[src/rtl/cnn_pkg.sv]
// Shared types and sizing for the CNN frame scheduler.
// Holds the sequencer state encoding and chain-wide widths.
package cnn_pkg;

  localparam int CNN_NUM_LAYERS = 5;
  localparam int CNN_RES_W      = 8;
  localparam int CNN_IDX_W      = 3;

  typedef enum logic [2:0] {
    IDLE,
    STRT,
    RUN,
    TX,
    WAIT_TX,
    CLR
  } seq_state_t;

  function automatic logic [7:0] sat_inc8(input logic [7:0] v);
    return (v == 8'hFF) ? v : v + 8'd1;
  endfunction

endpackage

[src/rtl/seq_watchdog.sv]
// Per-layer run timer: counts while enabled, expire flags the last allowed cycle.
// Zero latency on expire; clear wins over enable.
module seq_watchdog #(
  parameter int TO_CYC = 4096,
  parameter int TO_W   = 12
) (
  input  logic clk,
  input  logic rst_n,
  input  logic clear,
  input  logic enable,
  output logic expire
);

  logic [TO_W-1:0] cnt_q;
  logic [TO_W-1:0] cnt_d;

  always_comb begin
    cnt_d = cnt_q;
    if (clear) begin
      cnt_d = '0;
    end else if (enable) begin
      cnt_d = cnt_q + 1'b1;
    end
  end

  always_ff @(posedge clk or negedge rst_n) begin
    if (!rst_n) begin
      cnt_q <= '0;
    end else begin
      cnt_q <= cnt_d;
    end
  end

  assign expire = enable && (cnt_q == TO_W'(TO_CYC - 1));

endmodule

[src/rtl/cnn_layer_seq.sv]
// Frame scheduler: starts each CNN layer in turn, ships the result byte to the UART,
// then pulses the chain-wide clear. A stalled layer is dropped by the watchdog.
module cnn_layer_seq
  import cnn_pkg::*;
#(
  parameter int NUM_LAYERS = CNN_NUM_LAYERS,
  parameter int TO_CYC     = 4096,
  parameter int TO_W       = 12
) (
  input  logic                  clk,
  input  logic                  rst_n,
  input  logic                  img_rdy,
  input  logic [NUM_LAYERS-1:0] lyr_done,
  input  logic                  res_vld,
  input  logic [CNN_RES_W-1:0]  res_byte,
  input  logic                  tx_busy,
  input  logic                  uart_tx_done,
  output logic [NUM_LAYERS-1:0] lyr_strt,
  output logic                  tx_start,
  output logic [CNN_RES_W-1:0]  tx_data,
  output logic                  clr,
  output logic                  busy,
  output logic                  err,
  output logic [CNN_IDX_W-1:0]  err_layer,
  input  logic                  err_clr,
  output logic [15:0]           frame_cnt,
  output logic [7:0]            drop_cnt
);

  localparam logic [CNN_IDX_W-1:0] LAST_IDX = CNN_IDX_W'(NUM_LAYERS - 1);

  seq_state_t             state_q, state_d;
  logic [CNN_IDX_W-1:0]   idx_q, idx_d;
  logic [CNN_RES_W-1:0]   tx_data_q, tx_data_d;
  logic                   err_q, err_d;
  logic [CNN_IDX_W-1:0]   err_layer_q, err_layer_d;
  logic [15:0]            frame_cnt_q, frame_cnt_d;
  logic [7:0]             drop_cnt_q, drop_cnt_d;

  logic wd_clear;
  logic wd_en;
  logic wd_expire;

  assign wd_clear = (state_q == STRT);
  assign wd_en    = (state_q == RUN);

  seq_watchdog #(
    .TO_CYC (TO_CYC),
    .TO_W   (TO_W)
  ) u_wd (
    .clk    (clk),
    .rst_n  (rst_n),
    .clear  (wd_clear),
    .enable (wd_en),
    .expire (wd_expire)
  );

  always_comb begin
    state_d     = state_q;
    idx_d       = idx_q;
    tx_data_d   = tx_data_q;
    err_d       = err_q;
    err_layer_d = err_layer_q;
    frame_cnt_d = frame_cnt_q;
    drop_cnt_d  = drop_cnt_q;
    lyr_strt    = '0;
    tx_start    = 1'b0;
    clr         = 1'b0;

    if (err_clr) begin
      err_d       = 1'b0;
      err_layer_d = '0;
    end

    if (img_rdy && (state_q != IDLE)) begin
      drop_cnt_d = sat_inc8(drop_cnt_q);
    end

    case (state_q)
      IDLE: begin
        if (img_rdy) begin
          idx_d   = '0;
          state_d = STRT;
        end
      end
      STRT: begin
        lyr_strt = NUM_LAYERS'(1) << idx_q;
        state_d  = RUN;
      end
      RUN: begin
        // A completion seen on the expiry cycle still counts; the timeout path
        // also overrides a simultaneous err_clr.
        if (idx_q != LAST_IDX) begin
          if (lyr_done[idx_q]) begin
            idx_d   = idx_q + 1'b1;
            state_d = STRT;
          end else if (wd_expire) begin
            err_d       = 1'b1;
            err_layer_d = idx_q;
            state_d     = CLR;
          end
        end else begin
          if (res_vld) begin
            tx_data_d = res_byte;
            state_d   = TX;
          end else if (wd_expire) begin
            err_d       = 1'b1;
            err_layer_d = idx_q;
            state_d     = CLR;
          end
        end
      end
      TX: begin
        if (!tx_busy) begin
          tx_start = 1'b1;
          state_d  = WAIT_TX;
        end
      end
      WAIT_TX: begin
        if (uart_tx_done) begin
          frame_cnt_d = frame_cnt_q + 16'd1;
          state_d     = CLR;
        end
      end
      CLR: begin
        clr     = 1'b1;
        state_d = IDLE;
      end
      default: begin
        state_d = IDLE;
      end
    endcase
  end

  always_ff @(posedge clk or negedge rst_n) begin
    if (!rst_n) begin
      state_q     <= IDLE;
      idx_q       <= '0;
      tx_data_q   <= '0;
      err_q       <= 1'b0;
      err_layer_q <= '0;
      frame_cnt_q <= '0;
      drop_cnt_q  <= '0;
    end else begin
      state_q     <= state_d;
      idx_q       <= idx_d;
      tx_data_q   <= tx_data_d;
      err_q       <= err_d;
      err_layer_q <= err_layer_d;
      frame_cnt_q <= frame_cnt_d;
      drop_cnt_q  <= drop_cnt_d;
    end
  end

  assign tx_data   = tx_data_q;
  assign busy      = (state_q != IDLE);
  assign err       = err_q;
  assign err_layer = err_layer_q;
  assign frame_cnt = frame_cnt_q;
  assign drop_cnt  = drop_cnt_q;

  a_strt_onehot: assert property (@(posedge clk) disable iff (!rst_n) $onehot0(lyr_strt));
  a_start_idle:  assert property (@(posedge clk) disable iff (!rst_n) tx_start |-> !tx_busy);

endmodule

[config.mk]
export PLATFORM = sky130hd
export DESIGN_NAME = cnn_layer_seq
export DESIGN_NICKNAME = d
export VERILOG_FILES = /design/src/rtl/cnn_pkg.sv /design/src/rtl/seq_watchdog.sv /design/src/rtl/cnn_layer_seq.sv
export SDC_FILE = /design/constraint.sdc
export NUM_CORES = 1
export LEC_CHECK = 0
export CAP_MARGIN = 20
export CORE_MARGIN = 1
export CORE_UTILIZATION = 50
export DETAILED_ROUTE_END_ITERATION = 6
export PLACE_DENSITY = 0.84
export SLEW_MARGIN = 5
export SYNTH_ARGS = -nofsm -noshare
export SYNTH_HDL_FRONTEND = slang
export SYNTH_SLANG_ARGS = --single-unit
[constraint.sdc]
create_clock -name clk -period 2.1 [get_ports clk]
set_input_delay 0.63 -clock clk [delete_from_list [all_inputs] [get_ports clk]]
set_output_delay 0.63 -clock clk [all_outputs]
set_load 0.01 [all_outputs]
* Word level (Yosys, flattened, before mapping) *
Index checks and enable logic that the tools add are counted.

storage, ports and cells
  word-level logic and storage cells = 72
  flip-flop bits (word level) = 54
  bits of input ports = 20
  output and inout port bits = 44

operators by class
  shifts and indexed selects = 1
  order comparisons = 1
  $add $sub $neg = 4
  mux-type cells = 32
  equality and inequality tests = 13
  reduce and logical (&&, ||, !) cells = 11
  bitwise gates (word level) = 2

operators with widths
  operator                 count
  $mux W3                  16
  $mux W12                 2
  $add A16 B1 Y16 const B  1
  $pmux W3 S5              1
  $add A12 B1 Y12 const B  1
  $eq A12 B12 Y1 const B   1
  $mux W1                  10
  $ne A2 B2 Y1 const B     5
  $add A8 B1 Y8 const B    1
  $eq A8 B8 Y1 const B     1
  $eq A3 B2 Y1 const B     2
  $eq A3 B3 Y1 const B     2
  $pmux W3 S2              1
  $reduce_and A3 Y1        2
  $mux W5                  1
  $shl A1 B3 Y5 const A    1
  $lt A3 B4 Y1 const B     1
  $reduce_and A2 Y1        2
  $reduce_and A4 Y1        1
  $reduce_bool A2 Y1       2
  $add A3 B1 Y3 const B    1
  $bmux W1 S3              1
  $eq A3 B1 Y1 const B     1
  $logic_not A3 Y1         1
  4 further kinds          6

* Logic depth before layout (Yosys ltp) *
Gate-level depths: netlist of run 1.

  word-level depth = 6
  mapped depth = 6

* Hierarchy *
Synthesis of run 1 repeated with hierarchy kept, for this count alone.

second synthesis, totals
  cell total of the unflattened synthesis = 251
  area, all modules = 2791.4 um^2

by module, submodules not included
  module         cells an instance  times used  area an instance (um^2)
  cnn_layer_seq  191                1           2187.1
  seq_watchdog   60                 1           604.3

* Worst setup path after synthesis of run 1 *
No wires, ideal clock.

  kind = register to output
  start = register state_q[0]
  end = output port lyr_strt[0]
  buffers on the path = 1
  cell stages (with the launch flop) = 5
  slack = 0.130 ns
  required time = 1.470 ns
  arrival time = 1.340 ns
  cell sequence = dfrtp_1 buf_2 inv_1 nor3_1 and3_1

between the ends
  cells in the longest elaborated chain, start to end = 2

ends and longest elaborated chain
  item                      RTL line              source
  start: declaration        cnn_layer_seq.sv:32   seq_state_t state_q, state_d;
  start signal: assignment  cnn_layer_seq.sv:145  state_q <= state_d;
  $eq A3 B1 Y1              cnn_layer_seq.sv:79   case (state_q)
  $mux W5                   cnn_layer_seq.sv:79
  end: declaration          cnn_layer_seq.sv:18   output logic [NUM_LAYERS-1:0] lyr_strt,

Every way passes these cells.

* Worst setup path in the final report of run 1 *
  start = register state_q[0]
  end = output port lyr_strt[1]

Same word-level chain as after synthesis.

==> reports/results.txt, run 1 <==
Critical path required time - 1.47 ns
Setup violators final - 1
VDD IR max - 0.749 mV
Antenna violations before repair - 0
Starting Density - 52.6%
Fill cells - 369
Gpl congestion - 0.801
I/O Buffers - 63
DRT Pass-1 Iters - 4
Hold WC Path Type - in -> async
R2r setup slk - 0.06 ns
Routed WL - 6270 um
Placeable Area - 5170 sq um
Reg2Reg Depth - 8
Ant diodes - 0
Final HPWL from detailed placement - 4430 um
Layout Skew - 0.0119 ns
CP max FO - 5
Fmax - 469 MHz
Hold-fix buffers, CTS - 0
CP Launch Type - register
Tot GR Track Use - 23.0%
Via count - 2282
Deepest clock path buffer count - 2
RSZ-0062 raised after global routing - yes
Yosys top cell area share - 49.7%
Setup tns final - -0.0338 ns
CTS tree - built
Clk slew on worst S/H paths - 0.10 ns
Number of buffers created by CTS - 5
Total grt overflow - 0
Mapped Cells - 254
Multi-input logic area - 1330 sq um
# nets final - 378
Worst-Margin Slew - 0.621 ns
Synth Register Bits - 54
Max-cap check violation count - 0
Post-Syn Area per Cell - 10.7 sq um
Synthesized area - 2720 sq um
Power Dens Cells - 1010 nW/um^2
Synth area leaders - dfrtp_1, xor2_1, mux2_2
Reg area - 1350 sq um
Register area share after synthesis - 49.7%
RR Startpoint - idx_q[0]$_DFFE_PN0P_
Worst slew margin - 58.6%
Crit path capture type - output pin
Fin area - 3800 sq um
Cell accounting for the most synthesized area - dfrtp_1
H-Tree Depth - 2
Area after DPL - 3590 sq um
Final WS setup - -0.0338 ns
Fin crit share - 102%
Critical R2R Capture - state_q[1]$_DFFE_PN0P_
First-pass GRT wire length - 9910 um
Share of cells above drive strength 1 - 22.5%
CTS sink count - 54
Status - finished with violations
DR iter-0 viols - 89
Mapped Nets - 282
Worst EP arrival - 1.50 ns
Clock period minus worst slack - 2.13 ns
Largest net degree at the start of global routing - 31
Setup crit end - lyr_strt[1]
WL/cell - 14.9 um
Synth unique cells - 39
Die ar. - 5740 sq um
Clock latency on the worst-skew pair - 0.31 ns
Die H - 75.7 um
DRT antenna net count - 0
Slew Viols, Final - 0
Crit path from - state_q[0]$_DFFE_PN0P_
Most frequent cells in the layout - dfrtp_1, clkdlybuf4s50_1, buf_4, nand2_1, nor2_1
Failing checks - setup timing
Num rows - 26
Synth-to-Final Area Change - 39.7%
YS warnings - 0
Critical path class - reg -> out
Leak - 1.79 nW
Vias in the first global route - 2116
Vias per cell - 5.42
Die X - 75.7 um
Final hold vios - 0
IO Pins - 64
Root Driver - clkbuf_8
DRC errors left - 0
[kinds of logic after synthesis]
kind of cell | Yosys count | synth area share [%]
mux | 22 | 9.48
fa+ha+maj | 8 | 3.68
simple gates | 102 | 20.4
compound gates | 28 | 6.53
flops | 54 | 49.7
buf+inv | 16 | 2.49
xor+xnor | 24 | 7.73
[critical path, stage by stage, from the launching register on]
cell and delay (ns):
dfrtp_1 0.39, inv_2 0.05, nor3_2 0.21, buf_4 0.17
buf_6 0.10, and3_4 0.17, buf_6 0.10
[registers in the layout (all words and copies together), names as in the netlist]
| register | flops |
|---|---|
| err_layer | 3 |
| state_q | 3 |
| drop_cnt | 8 |
| u_wd.cnt_q | 12 |
| idx_q | 3 |
| err | 1 |
| frame_cnt | 16 |
| tx_data | 8 |
[how the worst min path moves through the flow]
stage / endpoint / cells after the start
2_1_floorplan: drop_cnt[0]$_DFFE_PN0P_ / 0
3_3_place_gp: u_wd.cnt_q[8]$_DFFE_PN0P_ / 1
3_5_place_dp: drop_cnt[6]$_DFFE_PN0P_ / 1
4_1_cts: idx_q[2]$_DFFE_PN0P_ / 1
5_1_grt: u_wd.cnt_q[11]$_DFFE_PN0P_ / 1
6_report: u_wd.cnt_q[5]$_DFFE_PN0P_ / 1
[timing repair]
| action | 4_1_cts | 5_1_grt |
|---|---|---|
| pin swaps | 0 | 4 |
| buffers inserted | 4 | 6 |
| endpoints found under the setup margin | 8 | 10 |
| gates resized for setup | 31 | 15 |
[Yosys cell counts (all sizes together)]
cell,number
dfrtp,54
nand2,21
nor2,17
nand3,15
o21ai,13
xor2,13
and3,12
mux2i,11
xnor2,11
mux2,10
nand4,10
ha,8
inv,8
buf,6
nor3,6
a21oi,4
and2,4
nand2b,4
or3,4
and4,3
o211ai,3
a22oi,2
clkbuf,2
o2111ai,2
a31o,1
mux4,1
nand4b,1
nor2b,1
nor4b,1
nor4bb,1
o221ai,1
o22ai,1
o31a,1
or2,1
or4b,1
[through the flow]
stage                     cells  total power [W]  setup WS (ns)  hold slack [ns]  util, %
after detailed placement    404          0.00290         -0.302            0.485     69.5
after global placement      404          0.00283         -0.217            0.457     69.5
after global routing        421          0.00407        -0.0966            0.344     73.4
after floorplan             254          0.00214          0.130            0.334        -
final                       421          0.00382        -0.0338            0.323     73.4
after CTS                   416          0.00367        -0.0585            0.327     72.3
[power breakdown]
part | total (W) | internal [W] | switching (W)
Combinational | 0.00172 | 0.000906 | 0.000815
Sequential | 0.00139 | 0.00120 | 0.000192
Clock | 0.000707 | 0.000355 | 0.000352
Total | 0.00382 | 0.00246 | 0.00136
[per-layer routing]
| metal | global-route usage [%] | wire, um |
|---|---|---|
| met2 | 38.3 | 3170 |
| met3 | 5.29 | 220 |
| met4 | 7.61 | 113 |
| met1 | 29.6 | 2770 |
| met5 | 0 | 0 |
[layout make-up]
class                           count  area share (%)
Tap cell                           70            2.31
Clock buffer                        5            1.81
Inverter                            8           0.791
Sequential cell                    54            35.6
Timing Repair Buffer               97            23.2
Multi-Input combinational cell    184            35.1
Clock inverter                      3            1.19
No activity file was read; power rests on OpenSTA's default activity.
==> inputs of run 2 (changes only) <==
--- a/config.mk
+++ b/config.mk
@@ -13,4 +13,5 @@
 export SLEW_MARGIN = 5
 export SYNTH_ARGS = -nofsm -noshare
 export SYNTH_HDL_FRONTEND = slang
+export SYNTH_HIERARCHICAL = 1
 export SYNTH_SLANG_ARGS = --single-unit
==> run 2 against run 1 <==
- the flow still finishes with violations (setup timing)
- sequential share of layout area shrank 0.41 points
- cell count shrank 2.1%
- first-iteration DRC count grew 17%
- largest cell class is now multi-input combinational cells
==> reports/results.txt, run 2 <==
DR iter-0 viols - 104 (was 89)
Post-Syn Area per Cell - 11.1 sq um (was 10.7 sq um)
Deepest clock path buffer count - 2 (unchanged)
CTS sink count - 54 (unchanged)
Register area share after synthesis - 48.4% (was 49.7%)
Via count - 2258 (was 2282)
Critical path required time - 2.32 ns (was 1.47 ns)
Synth async-reset ratio - 100% (unchanged)
Most numerous cell in the Yosys netlist - dfrtp_1 (unchanged)
Commonest cells post-synth - dfrtp_1, nand2_1, xnor2_1, nor2_1, nand3_1 (was dfrtp_1, nand2_1, nor2_1, nand3_1)
Worst-Margin Slew - 0.447 ns (was 0.621 ns)
Starting Density - 53.3% (was 52.6%)
Die ar. - 5890 sq um (was 5740 sq um)
Status - finished with violations (unchanged)
Clock latency on the worst-skew pair - 0.30 ns (was 0.31 ns)
Tot GR Track Use - 21.2% (was 23.0%)
Final hold vios - 0 (unchanged)
Synth Register Bits - 54 (unchanged)
Max FFs per register - 16 (unchanged)
Pre-CTS setup slack - -0.390 ns (was -0.302 ns)
Setup violators final - 2 (was 1)
Slew Viols, Final - 0 (unchanged)
Final HPWL from detailed placement - 4350 um (was 4430 um)
Post-synth EDFFs - 0 (unchanged)
Cell accounting for the most synthesized area - dfrtp_1 (unchanged)
Failing checks - setup timing (unchanged)
DRT antenna net count - 0 (unchanged)
First-pass GRT wire length - 10000 um (was 9910 um)
Share of cells above drive strength 1 - 22.2% (was 22.5%)
Final WS setup - -0.0197 ns (was -0.0338 ns)
Mapped Cells - 251 (was 254)
DRC errors left - 0 (unchanged)
DRT Pass-1 Iters - 4 (unchanged)
Fmax - 472 MHz (was 469 MHz)
Area after DPL - 3640 sq um (was 3590 sq um)
Layout Skew - 0.00499 ns (was 0.0119 ns)
Max-cap check violation count - 0 (unchanged)
Placed cells - 399 (was 404)
Synth-to-Final Area Change - 37.7% (was 39.7%)
Ant diodes - 0 (unchanged)
Fin cells - 412 (was 421)
Setup tns final - -0.0220 ns (was -0.0338 ns)
Synth unique cells - 47 (was 39)
Antenna violations before repair - 0 (unchanged)
Clock period minus worst slack - 2.12 ns (was 2.13 ns)
Synthesized area - 2790 sq um (was 2720 sq um)
WL/cell - 15.1 um (was 14.9 um)
Num rows - 26 (unchanged)
Routed WL - 6210 um (was 6270 um)
I/O Buffers - 63 (unchanged)
Total grt overflow - 0 (unchanged)
Yosys top cell area share - 48.4% (was 49.7%)
Vias per cell - 5.48 (was 5.42)
Placeable Area - 5240 sq um (was 5170 sq um)
Crit path capture type - register (was output pin)
CP Launch Type - register (unchanged)
Power Dens Cells - 987 nW/um^2 (was 1010 nW/um^2)
H-Tree Depth - 2 (unchanged)
VDD IR max - 0.732 mV (was 0.749 mV)
Die H - 76.7 um (was 75.7 um)
Most frequent cells in the layout - dfrtp_1, clkdlybuf4s50_1, nand2_1, buf_4, xnor2_1 (was dfrtp_1, clkdlybuf4s50_1, buf_4, nand2_1, nor2_1)
YS warnings - 6 (was 0)
Critical path class - reg -> reg (was reg -> out)
RSZ-0062 raised after global routing - yes (unchanged)
Mapped Nets - 279 (was 282)
Hold WC Path Type - in -> async (unchanged)
Leak - 1.68 nW (was 1.79 nW)
Worst slew margin - 70.0% (was 58.6%)
Worst EP arrival - 2.34 ns (was 1.50 ns)
Root Driver - clkbuf_8 (unchanged)
Gpl congestion - 0.875 (was 0.801)
CP max FO - 5 (unchanged)
Vias in the first global route - 2162 (was 2116)
Hold-fix buffers, CTS - 0 (unchanged)
Core Util, Final - 73.4% (about the same)
Die X - 76.7 um (was 75.7 um)
Fin crit share - 101% (was 102%)
CTS tree - built (unchanged)
Synth area leaders - dfrtp_1, xnor2_1, mux2_4 (was dfrtp_1, xor2_1, mux2_2)
Fin area - 3840 sq um (was 3800 sq um)
Clk slew on worst S/H paths - 0.09 ns (was 0.10 ns)
Top_reg_cell synth - dfrtp_1 (unchanged)
# nets final - 370 (was 378)
IO Pins - 64 (unchanged)
Number of buffers created by CTS - 5 (unchanged)
Largest net degree at the start of global routing - 55 (was 31)
[run 2: layer usage]
metal | routed length [um] | global-route usage (%)
met5 | 0 | 0
met4 | 99 | 7.31
met3 | 217 | 3.10
met2 | 3150 | 35.9
met1 | 2740 | 27.7
[run 2: power breakdown]
part	total (W)	internal, W	switching (W)
registers	0.00141	0.00122	0.000196
clock network	0.000704	0.000382	0.000323
logic	0.00168	0.000880	0.000796
total	0.00379	0.00248	0.00131
[run 2: path summary, 6_finish.rpt]
check / startpoint / to / slack, ns / cells after the start
worst max-delay path: state_q[0]$_DFFE_PN0P_ / err_layer[2]$_DFF_PN0_ / -0.02 / 7
worst min-delay path: rst_n / err$_DFF_PN0_ / 0.31 / 2
worst max register to register: state_q[0]$_DFFE_PN0P_ / err_layer[2]$_DFF_PN0_ / -0.02 / 7
worst min register to register: frame_cnt[13]$_DFFE_PN0P_ / frame_cnt[13]$_DFFE_PN0P_ / 0.50 / 1
max in group asynchronous: rst_n / state_q[1]$_DFFE_PN0P_ / 1.54 / 2
min in group clk: frame_cnt[13]$_DFFE_PN0P_ / frame_cnt[13]$_DFFE_PN0P_ / 0.50 / 1
[run 2: cells by family (layout without fill, tap and decap cells)]
| logic type | after synthesis | count (layout) | synth area share (%) |
|---|---|---|---|
| and+or+nand+nor | 97 | 97 | 20.7 |
| DFF | 54 | 54 | 48.4 |
| AOI/OAI and AO/OA | 33 | 33 | 8.65 |
| xor gates and xnor gates | 26 | 26 | 8.16 |
| buffers and inverters | 18 | 109 | 3.45 |
| muxes | 15 | 15 | 7.04 |
| adders and majority gates | 8 | 8 | 3.59 |
[run 2: cell type report]
type / count / area, sq um
repair buffers: 93 / 858
well taps: 70 / 87.6
flip-flops and latches: 54 / 1350
fillers: 349 / 1390
clock inverters: 1 / 30.0
inverters: 9 / 33.8
multi-input cells: 179 / 1400
clock buffers: 6 / 82.6
[run 2: timing repair]
| action | in CTS | in global routing |
|---|---|---|
| buffers inserted | 3 | 3 |
| setup endpoints to repair | 8 | 12 |
| pin swaps | 3 | 9 |
| gates resized for setup | 22 | 21 |
| endpoints found under the hold margin | 0 | 0 |
[run 2: worst max-delay path: stages (launching register included)]
cell     delay (ns)
dfrtp_1        0.41
buf_6          0.14
nor3b_4        0.21
nand4_1        0.16
nor4_2         0.34
nand3_1        0.17
nor3_4         0.38
mux2i_1        0.25
[run 2: per-stage QoR]
stage	hold WS (ns)	power, W
2_1_floorplan	0.334	0.00224
3_3_place_gp	0.460	0.00289
3_5_place_dp	0.488	0.00293
4_1_cts	0.319	0.00369
5_1_grt	0.318	0.00401
6_report	0.308	0.00379
